**src/rtl/uart_pkg.sv**
```systemverilog
// Shared definitions for the UART transmit path: state encodings, baud
// constants and small elaboration-time helpers.
package uart_pkg;

  typedef enum logic [1:0] {
    IDLE      = 2'd0,
    ISSUE     = 2'd1,
    WAIT_DONE = 2'd2
  } arb_state_e;

  typedef enum logic [1:0] {
    TX_IDLE  = 2'd0,
    TX_START = 2'd1,
    TX_DATA  = 2'd2,
    TX_STOP  = 2'd3
  } tx_state_e;

  localparam int CLK_FREQ     = 50_000_000;
  localparam int BAUDRATE     = 115_200;
  localparam int CLKS_PER_BIT = (CLK_FREQ + BAUDRATE / 2) / BAUDRATE;

  function automatic int clog2(input int value);
    int r;
    r = 0;
    while ((1 << r) < value) r++;
    return r;
  endfunction

  // Index width never drops to zero, so a single requester still gets a 1-bit id.
  function automatic int id_width(input int n);
    return (n > 1) ? clog2(n) : 1;
  endfunction

endpackage

```
**src/rtl/uart_tx_arbiter_if.sv**
```systemverilog
// Requester and transmitter signals of the UART TX arbiter, plus debug
// visibility of the arbiter state and round-robin pointer.
interface uart_tx_arbiter_if #(
  parameter int NUM_REQ    = 4,
  parameter int DATA_WIDTH = 8
);
  import uart_pkg::*;

  localparam int ID_W = id_width(NUM_REQ);

  // Handshake: a requester holds req_valid/req_data/req_last until the arbiter
  // returns a one-cycle req_ready pulse; the transmitter takes tx_data on the
  // tx_start pulse and reports completion with a one-cycle tx_done pulse.
  logic [NUM_REQ-1:0]            req_valid;
  logic [NUM_REQ*DATA_WIDTH-1:0] req_data;
  logic [NUM_REQ-1:0]            req_last;
  logic [NUM_REQ-1:0]            req_ready;
  logic                          tx_ready;
  logic                          tx_done;
  logic                          tx_start;
  logic [DATA_WIDTH-1:0]         tx_data;
  logic [ID_W-1:0]               grant_id;
  logic                          locked;
  logic                          lock_timeout;
  arb_state_e                    state_dbg;
  logic [ID_W-1:0]               rr_ptr_dbg;

  modport master (
    output req_valid, req_data, req_last, tx_ready, tx_done,
    input  req_ready, tx_start, tx_data, grant_id, locked, lock_timeout,
           state_dbg, rr_ptr_dbg
  );

  modport slave (
    input  req_valid, req_data, req_last, tx_ready, tx_done,
    output req_ready, tx_start, tx_data, grant_id, locked, lock_timeout,
           state_dbg, rr_ptr_dbg
  );

endinterface

```
**src/rtl/uart_tx_arbiter_rr_picker.sv**
```systemverilog
// Combinational round-robin search: first valid request at or above the
// pointer (with wrap), or only the owner while a message lock is held.
module rr_picker
  import uart_pkg::*;
#(
  parameter  int NUM_REQ = 4,
  localparam int ID_W    = id_width(NUM_REQ)
) (
  input  logic [NUM_REQ-1:0] req_i,
  input  logic [ID_W-1:0]    ptr_i,
  input  logic               lock_i,
  input  logic [ID_W-1:0]    owner_i,
  output logic               found_o,
  output logic [ID_W-1:0]    idx_o
);

  always_comb begin
    logic [ID_W-1:0] cand;
    found_o = 1'b0;
    idx_o   = '0;
    cand    = '0;
    if (lock_i) begin
      found_o = req_i[owner_i];
      idx_o   = owner_i;
    end else begin
      // Walk from the farthest candidate back so the nearest one wins.
      for (int i = NUM_REQ - 1; i >= 0; i--) begin
        cand = ID_W'((int'(ptr_i) + i) % NUM_REQ);
        if (req_i[cand]) begin
          found_o = 1'b1;
          idx_o   = cand;
        end
      end
    end
  end

endmodule

```
**src/rtl/uart_tx_arbiter.sv**
```systemverilog
// Shares one UART transmitter between NUM_REQ requesters with round-robin
// arbitration, per-message locking and a lock watchdog.
module uart_tx_arbiter
  import uart_pkg::*;
#(
  parameter int NUM_REQ      = 4,
  parameter int DATA_WIDTH   = 8,
  parameter int LOCK_TIMEOUT = 1000
) (
  input logic              clk,
  input logic              rst,
  uart_tx_arbiter_if.slave bus
);

  localparam int ID_W  = id_width(NUM_REQ);
  localparam int CNT_W = clog2(LOCK_TIMEOUT);

  arb_state_e             state_q, state_d;
  logic [NUM_REQ-1:0]     req_ready_q, req_ready_d;
  logic                   tx_start_q, tx_start_d;
  logic [DATA_WIDTH-1:0]  tx_data_q, tx_data_d;
  logic [ID_W-1:0]        grant_id_q, grant_id_d;
  logic [ID_W-1:0]        rr_ptr_q, rr_ptr_d;
  logic                   locked_q, locked_d;
  logic                   lock_timeout_q, lock_timeout_d;
  logic                   last_q, last_d;
  logic [CNT_W-1:0]       cnt_q, cnt_d;

  logic                   pick_found;
  logic [ID_W-1:0]        pick_idx;
  logic [ID_W-1:0]        owner_next;

  rr_picker #(.NUM_REQ(NUM_REQ)) u_picker (
    .req_i   (bus.req_valid),
    .ptr_i   (rr_ptr_q),
    .lock_i  (locked_q),
    .owner_i (grant_id_q),
    .found_o (pick_found),
    .idx_o   (pick_idx)
  );

  assign owner_next = ID_W'((int'(grant_id_q) + 1) % NUM_REQ);

  always_comb begin
    state_d        = state_q;
    req_ready_d    = '0;
    tx_start_d     = 1'b0;
    tx_data_d      = tx_data_q;
    grant_id_d     = grant_id_q;
    rr_ptr_d       = rr_ptr_q;
    locked_d       = locked_q;
    lock_timeout_d = 1'b0;
    last_d         = last_q;
    cnt_d          = cnt_q;

    case (state_q)
      IDLE: begin
        // Serving the owner takes precedence over an expiring watchdog.
        if (bus.tx_ready && pick_found) begin
          grant_id_d            = pick_idx;
          tx_data_d             = bus.req_data[int'(pick_idx)*DATA_WIDTH +: DATA_WIDTH];
          last_d                = bus.req_last[pick_idx];
          tx_start_d            = 1'b1;
          req_ready_d[pick_idx] = 1'b1;
          cnt_d                 = '0;
          state_d               = ISSUE;
        end else if (locked_q) begin
          if (bus.req_valid[grant_id_q]) begin
            cnt_d = '0;
          end else if (cnt_q == CNT_W'(LOCK_TIMEOUT - 1)) begin
            locked_d       = 1'b0;
            rr_ptr_d       = owner_next;
            lock_timeout_d = 1'b1;
            cnt_d          = '0;
          end else begin
            cnt_d = cnt_q + CNT_W'(1);
          end
        end
      end

      ISSUE: begin
        state_d = WAIT_DONE;
      end

      WAIT_DONE: begin
        cnt_d = '0;
        if (bus.tx_done) begin
          locked_d = !last_q;
          if (last_q) rr_ptr_d = owner_next;
          state_d = IDLE;
        end
      end

      default: state_d = IDLE;
    endcase
  end

  always_ff @(posedge clk) begin
    if (rst) begin
      state_q        <= IDLE;
      req_ready_q    <= '0;
      tx_start_q     <= 1'b0;
      tx_data_q      <= '0;
      grant_id_q     <= '0;
      rr_ptr_q       <= '0;
      locked_q       <= 1'b0;
      lock_timeout_q <= 1'b0;
      last_q         <= 1'b0;
      cnt_q          <= '0;
    end else begin
      state_q        <= state_d;
      req_ready_q    <= req_ready_d;
      tx_start_q     <= tx_start_d;
      tx_data_q      <= tx_data_d;
      grant_id_q     <= grant_id_d;
      rr_ptr_q       <= rr_ptr_d;
      locked_q       <= locked_d;
      lock_timeout_q <= lock_timeout_d;
      last_q         <= last_d;
      cnt_q          <= cnt_d;
    end
  end

  assign bus.req_ready    = req_ready_q;
  assign bus.tx_start     = tx_start_q;
  assign bus.tx_data      = tx_data_q;
  assign bus.grant_id     = grant_id_q;
  assign bus.locked       = locked_q;
  assign bus.lock_timeout = lock_timeout_q;
  assign bus.state_dbg    = state_q;
  assign bus.rr_ptr_dbg   = rr_ptr_q;

endmodule

```
**src/flat_wrapper.sv**
```systemverilog
// flat-port wrapper written by rule: the top's interface ports become plain ports
module uart_tx_arbiter_flat import uart_pkg::*;
#(
  parameter int NUM_REQ      = 4,
  parameter int DATA_WIDTH   = 8,
  parameter int LOCK_TIMEOUT = 1000
)
  (clk, rst, bus_req_valid, bus_req_data, bus_req_last, bus_tx_ready, bus_tx_done, bus_req_ready, bus_tx_start, bus_tx_data, bus_grant_id, bus_locked, bus_lock_timeout, bus_state_dbg, bus_rr_ptr_dbg);
  uart_tx_arbiter_if #(.NUM_REQ(NUM_REQ), .DATA_WIDTH(DATA_WIDTH)) bus_i ();
  input logic clk;
  input logic rst;
  input wire logic [$bits(bus_i.req_valid)-1:0] bus_req_valid;
  input wire logic [$bits(bus_i.req_data)-1:0] bus_req_data;
  input wire logic [$bits(bus_i.req_last)-1:0] bus_req_last;
  input wire logic [$bits(bus_i.tx_ready)-1:0] bus_tx_ready;
  input wire logic [$bits(bus_i.tx_done)-1:0] bus_tx_done;
  output wire logic [$bits(bus_i.req_ready)-1:0] bus_req_ready;
  output wire logic [$bits(bus_i.tx_start)-1:0] bus_tx_start;
  output wire logic [$bits(bus_i.tx_data)-1:0] bus_tx_data;
  output wire logic [$bits(bus_i.grant_id)-1:0] bus_grant_id;
  output wire logic [$bits(bus_i.locked)-1:0] bus_locked;
  output wire logic [$bits(bus_i.lock_timeout)-1:0] bus_lock_timeout;
  output wire logic [$bits(bus_i.state_dbg)-1:0] bus_state_dbg;
  output wire logic [$bits(bus_i.rr_ptr_dbg)-1:0] bus_rr_ptr_dbg;
  assign bus_i.req_valid = bus_req_valid;
  assign bus_i.req_data = bus_req_data;
  assign bus_i.req_last = bus_req_last;
  assign bus_i.tx_ready = bus_tx_ready;
  assign bus_i.tx_done = bus_tx_done;
  assign bus_req_ready = bus_i.req_ready;
  assign bus_tx_start = bus_i.tx_start;
  assign bus_tx_data = bus_i.tx_data;
  assign bus_grant_id = bus_i.grant_id;
  assign bus_locked = bus_i.locked;
  assign bus_lock_timeout = bus_i.lock_timeout;
  assign bus_state_dbg = bus_i.state_dbg;
  assign bus_rr_ptr_dbg = bus_i.rr_ptr_dbg;
  uart_tx_arbiter #(.NUM_REQ(NUM_REQ), .DATA_WIDTH(DATA_WIDTH), .LOCK_TIMEOUT(LOCK_TIMEOUT)) u_core (.clk(clk), .rst(rst), .bus(bus_i));
endmodule
```
**config.mk**
```make
export PLATFORM = sky130hd
export DESIGN_NAME = uart_tx_arbiter_flat
export DESIGN_NICKNAME = d
export VERILOG_FILES = /design/src/rtl/uart_pkg.sv /design/src/rtl/uart_tx_arbiter_if.sv /design/src/rtl/uart_tx_arbiter_rr_picker.sv /design/src/rtl/uart_tx_arbiter.sv /design/src/flat_wrapper.sv
export SDC_FILE = /design/constraint.sdc
export NUM_CORES = 1
export LEC_CHECK = 0
export CELL_PAD_IN_SITES_DETAIL_PLACEMENT = 1
export CELL_PAD_IN_SITES_GLOBAL_PLACEMENT = 1
export CORE_MARGIN = 4
export CORE_UTILIZATION = 34
export CTS_CLUSTER_SIZE = 30
export DETAILED_ROUTE_END_ITERATION = 7
export PLACE_DENSITY = 0.9
export SYNTH_ARGS = -nofsm -noshare
export SYNTH_HDL_FRONTEND = slang
export SYNTH_SLANG_ARGS = --single-unit
```
**constraint.sdc**
```tcl
create_clock -name clk -period 5.46 [get_ports clk]
set_input_delay 1.092 -clock clk [delete_from_list [all_inputs] [get_ports clk]]
set_output_delay 1.092 -clock clk [all_outputs]
set_load 0.02 [all_outputs]
```
==> impl_results.md, run 1 <==
* IR drop worst, VDD at approximately 0.13 mV
* Post-CTS Setup Inserts at 0
* GP Congestion at 0.771
* Hold WC Path Type: reg2reg
* Final period utilization at 57.8%
* CP required at 5.66 ns
* Routed wire length at 4920 um
* Final setup vio count at 0
* Worst-Margin Slew at roughly 0.91 ns
* Root buffer cell: clkbuf_8
* I/O pin cnt at 65
* Row count at 25
* Max clock buf depth at 2
* RSZ-0062 raised after global routing: no
* Yosys cell types at between 40 and 50
* Hold buffers post-CTS at 0
* Die Span Y at 78.1 um
* Crit path kind: in2reg
* Status: finished clean
* Mapped Nets at 235
* Placed inst area at 0.00237 mm2
* Min cycle time layout at 3.16 ns
* Yosys warning count at 0
* Vias in the first global route at 1703
* GRT Resource Usage Total at ~17%
* Register area share after synthesis at 38.4%
* Initial drt markers at 64
* Seq cells post-synth at 32
* Synth Instances at 190
* Clock transition at path regs at 0.08 ns
* CP Launch Type: primary input
* Final #Nets at 299
* ANT cells at 0
* Total of max-cap violations at 0
* Fmax at 317 MHz
* 1st-pass router iterations at 5
* Gr ovfl total at 0
* CTS tree: yes
* Synth-to-Final Area Change at 47.7%
* Drt wl/cell at 15.3 um
* Post-route cell area at 0.00246 mm2
* Mapped Avg Cell Area at between 8 and 9 um2
* Htree depth at 2
* IO buf count at 64
* TritonCTS buffer count at 5
* Clock Sinks at 32
* Setup TNS at 0 ns
* Die width at 78.1 um
* Leakage at 0.856 nW
* CTS resizes at 0
* Post-Syn Area at 0.00167 mm2
* Core Area at 0.00475 mm2
* Critical Path End Type: register
* Synth top area cells: dfxtp_1, mux2i_1, o221ai_1
* First-pass GRT wire length at 8060 um
* DR vias at about 1700
* Worst EP arrival at approximately 3.4 ns
* Post-synth EDFFs at 0
* Crit-path max FO at 10
* Largest net degree at the start of global routing at 23
* HPWL after DPL at 3790 um
* Leading area contributor after synthesis: dfxtp_1
* Initial Utilization at 35.1%
* Vias per cell at 5.21
* Hold Slack at 0.476 ns
* Final hold violations at 0
* Max-slew violations at 0
* DIE AREA at 0.00609 mm2
* Routed Antenna Nets at 0
* Synth Flop Type: dfxtp_1
* Ys async rst share at 0%
* Worst skew pair latency at 0.29 ns
* Layout cells sized above 1 at between 6 and 7%
* Synth top area share at 38.4%
* Slew margin rel. at 37.8%
* Setup Skew at roughly 0.0080 ns
* Residual DRC at 0
* Pwr Density at approximately 230 mW/mm2
* Initial antenna violation count at 0
## placed cells by master, fill, tap and decap left out, types with 3 or more instances in the layout
master | synthesis | layout
clkdlybuf4s50_1 | 0 | 64
dfxtp_1 | 32 | 32
mux2i_1 | 22 | 22
nand2_1 | 20 | 20
nor2_1 | 17 | 17
o221ai_1 | 10 | 10
inv_1 | 9 | 9
a21oi_1 | 9 | 9
nand3_1 | 7 | 7
o21ai_0 | 6 | 6
nand2b_1 | 5 | 5
clkbuf_8 | 0 | 5
nor2b_1 | 4 | 4
nor4_1 | 3 | 3
## flip-flops by register name (all words and copies together), names as in the netlist
name	flops
u_core.bus.state_dbg	2
u_core.bus.locked	1
u_core.cnt_q	10
u_core.bus.grant_id	2
u_core.bus.lock_timeout	1
u_core.bus.tx_start	1
u_core.bus.req_ready	4
u_core.bus.tx_data	8
u_core.last_q	1
u_core.bus.rr_ptr_dbg	2
## area by class of cell
| class | count | area [um2] |
|---|---|---|
| fillers | 578 | 2290 |
| multi-input cells | 141 | 966 |
| repair buffers | 65 | 648 |
| flip-flops and latches | 32 | 641 |
| well taps | 67 | 83.8 |
| clock buffers | 5 | 68.8 |
| inverters | 9 | 33.8 |
| clock inverters | 3 | 23.8 |
## critical path, stage by stage
cell	delay (ns)
clkdlybuf4s50_1	0.49
or4_1	0.61
a211o_1	0.32
nor3b_4	0.45
nand2_4	0.11
o32ai_2	0.29
## metrics by stage
step           std cells  power, W  utilization, %  setup WS [ns]
6_report             322  0.000576            51.8           2.30
5_1_grt              322  0.000605            51.8           2.17
4_1_cts              322  0.000584            51.8           2.32
3_5_place_dp         314  0.000391            49.9           2.03
3_3_place_gp         314  0.000388            49.9           2.11
2_1_floorplan        190  0.000323               -           2.72
## layer usage
layer	up-vias	part of all wire, %	global-route usage, %
met3	6	10	7.57
met1	774	41	18.1
li1	830	-	-
met2	67	47	28.9
met4	0	1.3	5.42
met5	-	0	0
## worst paths after layout
kind / startpoint / end / slack, ns / cells past startpoint
setup / recovery: bus_req_valid[2] / u_core.cnt_q[3] / 2.30 / 6
hold / removal: u_core.bus.tx_data[4] / u_core.bus.tx_data[4] / 0.48 / 2
setup reg to reg: u_core.bus.grant_id[0] / u_core.cnt_q[3] / 3.13 / 5
hold reg to reg: u_core.bus.tx_data[4] / u_core.bus.tx_data[4] / 0.48 / 2
## cells in the mapped netlist (all sizes together), types with 2 or more instances
library cell	n
dfxtp	32
mux2i	22
nand2	21
nor2	17
o221ai	10
a21oi	9
inv	9
nand3	7
o21ai	6
nand2b	5
buf	4
clkbuf	4
nor2b	4
nor4	3
o31a	3
a22oi	2
a31oi	2
and2	2
nand4	2
nor3	2
nor3b	2
o31ai	2
or3	2
or4	2
xor2	2
## logic make-up after synthesis
family	count (synthesis)	share of synthesized area, %
XOR/XNOR	3	1.57
multiplexers	23	14.5
flip-flops	32	38.4
AO/OA/AOI/OAI	42	18.4
buffers and inverters	17	4.05
AND/OR/NAND/NOR	72	22.3
adder cells (fa/ha/maj)	1	0.750
## power breakdown
part / switching (W) / internal [W]
Combinational: 0.0000609 / 0.0000686
Sequential: 0.0000109 / 0.000245
Clock: 0.000101 / 0.0000902
(Power assumes the default switching activity.)
==> inputs of run 2 (changes only) <==
CORE_UTILIZATION = 31   (was 34)
PLACE_DENSITY = 0.84   (was 0.9)
clock period = 3.05 ns   (was 5.46 ns; I/O delays follow)
==> impl_results.md, run 2 (same netlist as run 1, synthesis figures left out) <==
* Status: finished clean
* Clock transition at path regs at 0.07 ns (about the same)
* IO buf count at 64 (unchanged)
* Critical path depth in cells at 6 (unchanged)
* Hold buffers post-CTS at 0 (unchanged)
* 1st-pass router iterations at 4 (-1)
* Clock Sinks at 32 (unchanged)
* Setup TNS at 0 ns (unchanged)
* Total of max-cap violations at 0 (unchanged)
* Final setup vio count at 0 (unchanged)
* Cell family with most CP delay: simple AND/OR/NAND/NOR gates
* R2R setup slack at 0.83 ns (-2.30 ns)
* Worst Setup EP: u_core.bus.tx_data[6]
* Die width at 81.4 um (+4.2%)
* Commonest non-fill, non-tap cells in the layout: clkdlybuf4s50_1, dfxtp_1, mux2i_1
* Largest net degree at the start of global routing at 23 (unchanged)
* Crit-path max FO at 11 (+1)
* Critical Path End Type: register
* Die Span Y at 81.4 um (+4.2%)
* Root buffer cell: clkbuf_8
* Placed Cells at 322 (+2.5%)
* Hold WC Path Type: reg2reg
* Final #Nets at 304 (+1.7%)
* Layout cells sized above 1 at 8.08% (+1.4 points)
* I/O pin cnt at 65 (unchanged)
* Core Area at 0.00517 mm2 (+8.8%)
* Routed Antenna Nets at 0 (unchanged)
* Crit-path max cell delay at 0.60 ns (about the same)
* CP Launch Type: primary input
* ANT cells at 0 (unchanged)
* Commonest non-fill, non-tap cell in the layout: clkdlybuf4s50_1
* Min cycle time layout at 2.53 ns
* Leakage at 0.896 nW (+4.7%)
* Worst r2r path cells at 6 (+1)
* Final Total Pwr at 0.00110 W (+92%)
* Crit path from: bus_req_valid[3]
* Post-CTS Setup Inserts at 0 (unchanged)
* Setup Skew at 0.00450 ns (-0.00345 ns)
* Drt wl/cell at 16.0 um (+4.6%)
* Final hold violations at 0 (unchanged)
* Fmax at 395 MHz
* Initial Utilization at 32.3% (-2.8 points)
* Htree depth at 2 (unchanged)
* Initial antenna violation count at 0 (unchanged)
* CTS resizes at 0 (unchanged)
* Routed wire length at 5280 um (+7.2%)
* CP required at 3.19 ns (-2.47 ns)
* Max FFs per register at 10 (unchanged)
* RR Startpoint: u_core.bus.grant_id[0]
* Worst EP arrival at 2.68 ns (-0.68 ns)
* Max-slew violations at 0 (unchanged)
* Biggest register: u_core.cnt_q
* Initial drt markers at 45 (-30%)
* Slew margin rel. at 63.6% (+26 points)
* IR drop worst, VDD at 0.242 mV (+80%)
* Crit path kind: in2reg
* Residual DRC at 0 (unchanged)
* Max clock buf depth at 2 (unchanged)
* Worst-Margin Slew at 0.533 ns (-0.377 ns)
* TritonCTS buffer count at 5 (unchanged)
* CTS tree: yes
* GP Congestion at 0.747 (-3.1%)
* Final period utilization at 83.1%
* DIE AREA at 0.00662 mm2 (+8.7%)
* DR vias at 1685 (+0.48%)
* HPWL after DPL at 4190 um (+11%)
* Final std cells w/o fill at 330 (+2.5%)
* Vias per cell at 5.11 (-2.0%)
* Row count at 26 (+4.0%)
* Worst-path cell chain: clkdlybuf4s50_1 > or4_1 > a22oi_1 > nor4_1 > nand2b_1 > o221ai_1
* GRT Resource Usage Total at 17.4% (+0.68 points)
* Pwr Density at 438 mW/mm2 (+87%)
* Synth-to-Final Area Change at 51.0%
* Worst skew pair latency at 0.29 ns (about the same)
* Slowest cell on the critical path: or4_1
* Gr ovfl total at 0 (unchanged)
* RSZ-0062 raised after global routing: no
* FF-to-FF End: u_core.cnt_q[3]
* First-pass GRT wire length at 8560 um (+6.2%)
* Bufs and invs on worst path at 1 (unchanged)
* Vias in the first global route at 1761 (+3.4%)
-- run 2: final cells by class --
type | count | area [um2]
Clock inverter | 2 | 35.0
Sequential cell | 32 | 641
Inverter | 9 | 33.8
Multi-Input combinational cell | 141 | 966
Fill cell | 615 | 2650
Tap cell | 70 | 87.6
Timing Repair Buffer | 70 | 686
Clock buffer | 6 | 72.6
-- run 2: power breakdown --
group / internal (W) / total [W] / switching, W / leakage (nW)
combinational: 0.000128 / 0.000240 / 0.000112 / 0.581
clock: 0.000242 / 0.000407 / 0.000164 / 0.0552
sequential: 0.000438 / 0.000457 / 0.0000192 / 0.260
-- run 2: per-stage QoR --
step / util [%] / area, um2 / hold WS [ns] / setup WS, ns
global placement: 46.7 / 2410 / 0.445 / 0.274
CTS: 48.7 / 2520 / 0.473 / 0.522
finish: 48.7 / 2520 / 0.466 / 0.516
detailed placement: 46.7 / 2410 / 0.457 / 0.207
global route: 48.7 / 2520 / 0.505 / 0.295
floorplan: - / 1670 / 0.446 / 0.793
-- run 2: worst min-delay path by stage --
| stage | slack (ns) | depth (start not counted) | to | start |
|---|---|---|---|---|
| 2_1_floorplan | 0.45 | 2 | u_core.last_q | u_core.last_q |
| 3_3_place_gp | 0.45 | 2 | u_core.bus.tx_data[2] | u_core.bus.tx_data[2] |
| 3_5_place_dp | 0.46 | 2 | u_core.bus.tx_data[4] | u_core.bus.tx_data[4] |
| 4_1_cts | 0.47 | 2 | u_core.bus.tx_data[2] | u_core.bus.tx_data[2] |
| 5_1_grt | 0.51 | 2 | u_core.bus.tx_data[2] | u_core.bus.tx_data[2] |
| 6_report | 0.47 | 2 | u_core.bus.tx_data[2] | u_core.bus.tx_data[2] |
-- run 2: layer usage --
metal  track usage [%]  vias to the layer above  part of all wire [%]
li1                  -                      836                     -
met1              18.2                      779                    39
met2              30.1                       64                    48
met3              9.09                        6                    11
met4              4.90                        0                   1.1
met5                 0                        -                     0
-- run 2: worst min-delay path, delay by kind of cell (launching register included) --
| kind | cells | cell delay [ns] |
|---|---|---|
| AO/OA/AOI/OAI | 1 | 0.05 |
| flip-flops | 1 | 0.33 |
| AND/OR/NAND/NOR | 1 | 0.05 |
==> inputs of run 3 (changes only) <==
clock period = 2.35 ns   (was 3.05 ns; I/O delays follow)
==> impl_results.md, run 3 (same netlist as run 1, synthesis figures left out) <==
* Final Worst Setup Slack at 0.0776 ns (-0.438 ns)
* Final period utilization at 96.7%
* Initial drt markers at 46 (+2.2%)
* Min cycle time layout at 2.27 ns
* Clock Sinks at 32 (unchanged)
* Hold buffers post-CTS at 0 (unchanged)
* Biggest register: u_core.cnt_q
* Die Span Y at 81.4 um (unchanged)
* 1st-pass router iterations at 4 (unchanged)
* Fillers at 596 (-3.1%)
* Routed Antenna Nets at 0 (unchanged)
* Uppermost layer routed: met4
* Commonest non-fill, non-tap cell in the layout: clkdlybuf4s50_1
* Leakage at 0.982 nW (+9.6%)
* CTS tree: yes
* Residual DRC at 0 (unchanged)
* Final setup vio count at 0 (unchanged)
* Met2 WL at 2560 um (+0.12%)
* Hold Slack at 0.469 ns (+0.00238 ns)
* Hold WC Path Type: reg2reg
* Post-CTS Setup Inserts at 0 (unchanged)
* Worst EP arrival at 2.48 ns (-0.20 ns)
* Slew margin rel. at 53.0% (-11 points)
* TritonCTS buffer count at 5 (unchanged)
* HPWL after DPL at 4260 um (+1.6%)
* CP Launch Type: primary input
* Crit-path max FO at 5 (-6)
* Metal3 WL at 450 um (-25%)
* Total of max-cap violations at 0 (unchanged)
* Multi-input gate area at 977 um2 (+1.2%)
* Worst skew pair latency at 0.28 ns (about the same)
* Largest net degree at the start of global routing at 23 (unchanged)
* Synth-to-Final Area Change at 58.8%
* Gr ovfl total at 0 (unchanged)
* Max FFs per register at 10 (unchanged)
* Die width at 81.4 um (unchanged)
* Worst-Margin Slew at 0.703 ns (+0.170 ns)
* Row count at 26 (unchanged)
* Routed wire length at 5320 um (+0.83%)
* RR Startpoint: u_core.bus.grant_id[0]
* Max clock buf depth at 2 (unchanged)
* Pwr Density at 509 mW/mm2 (+16%)
* IO buf count at 64 (unchanged)
* Vias in the first global route at 1813 (+3.0%)
* ANT cells at 0 (unchanged)
* Commonest non-fill, non-tap cells in the layout: clkdlybuf4s50_1, dfxtp_1, mux2i_1
* Layout cells sized above 1 at 12.5% (+4.5 points)
* Vias per cell at 5.17 (+1.2%)
* CP required at 2.56 ns (-0.63 ns)
* IR drop worst, VDD at 0.260 mV (+7.7%)
* Met1 WL at 2220 um (+8.2%)
* Setup Skew at 0.00362 ns (-0.000873 ns)
* Clock transition at path regs at 0.07 ns (about the same)
* First-pass GRT wire length at 8400 um (-1.9%)
* Htree depth at 2 (unchanged)
* RSZ-0062 raised after global routing: no
* Register area at 641 um2 (unchanged)
* GP Congestion at 0.822 (+10%)
* Final #Nets at 316 (+3.9%)
* Status: finished clean
* Initial Utilization at 32.3% (unchanged)
* Drt wl/cell at 15.6 um (-2.4%)
* Final Total Pwr at 0.00135 W (+22%)
* Critical Path End Type: register
* Crit path from: bus_req_valid[1]
* Root buffer cell: clkbuf_8
* I/O pin cnt at 65 (unchanged)
* DR vias at 1762 (+4.6%)
* Initial antenna violation count at 0 (unchanged)
* Crit path kind: in2reg
* Hold Crit Start: u_core.bus.tx_data[6]
* Core Area at 0.00517 mm2 (unchanged)
* GRT Resource Usage Total at 16.5% (-0.80 points)
* Final hold violations at 0 (unchanged)
* Max-slew violations at 0 (unchanged)
* Setup WS pre-CTS at -0.297 ns (-0.505 ns)
* Fmax at 440 MHz
* DIE AREA at 0.00662 mm2 (unchanged)
## run 3: cell count changes in the layout (fill, tap and decap cells not counted), sizes merged
cell           before  now
dlymetal6s2s        0    2
bufinv              1    0
buf                 6   18
clkdlybuf4s50      64   62
## run 3: power breakdown
| group | leakage, nW | total (W) | switching [W] | internal (W) |
|---|---|---|---|---|
| logic | 0.680 | 0.000354 | 0.000158 | 0.000196 |
| registers | 0.260 | 0.000590 | 0.0000214 | 0.000569 |
| clock network | 0.0410 | 0.000404 | 0.000203 | 0.000201 |
| total | 0.982 | 0.00135 | 0.000382 | 0.000966 |
## run 3: repair_timing
action	CTS	global route
pin swaps	0	2
endpoints found under the hold margin	0	0
endpoints found under the setup margin	1	7
resized for setup	1	6
## run 3: critical path: stages
cell             delay [ns]
clkdlybuf4s50_1        0.47
mux4_2                 0.51
a211o_1                0.34
nor3b_4                0.33
buf_6                  0.16
nand2b_1               0.06
a31oi_1                0.15
## run 3: path summary, 6_finish.rpt
| path | endpoint | slack [ns] | cells after the start |
|---|---|---|---|
| max | u_core.cnt_q[5] | 0.08 | 7 |
| min | u_core.bus.tx_data[6] | 0.47 | 2 |
| max reg2reg | u_core.cnt_q[5] | 0.33 | 6 |
| min reg2reg | u_core.bus.tx_data[6] | 0.47 | 2 |
## run 3: layout make-up
type	instances	area share [%]
well taps	70	3.30
inverters	9	1.27
clock inverters	1	0.189
flip-flops and latches	32	24.2
multi-input cells	141	36.9
clock buffers	6	2.74
repair buffers	82	31.5
## run 3: metrics by stage
step / cells / setup TNS (ns) / cell area [um2] / utilization [%]
2_1_floorplan: 190 / 0 / 1670 / -
3_3_place_gp: 334 / -3.46 / 2550 / 49.4
3_5_place_dp: 334 / -4.66 / 2550 / 49.4
4_1_cts: 341 / 0 / 2630 / 50.9
5_1_grt: 341 / 0 / 2650 / 51.3
6_report: 341 / 0 / 2650 / 51.3
## run 3: metal layers
layer | up-vias | track usage [%]
li1 | 854 | -
met1 | 836 | 17.4
met2 | 62 | 29.2
met3 | 10 | 6.65
met4 | 0 | 6.59
met5 | - | 0
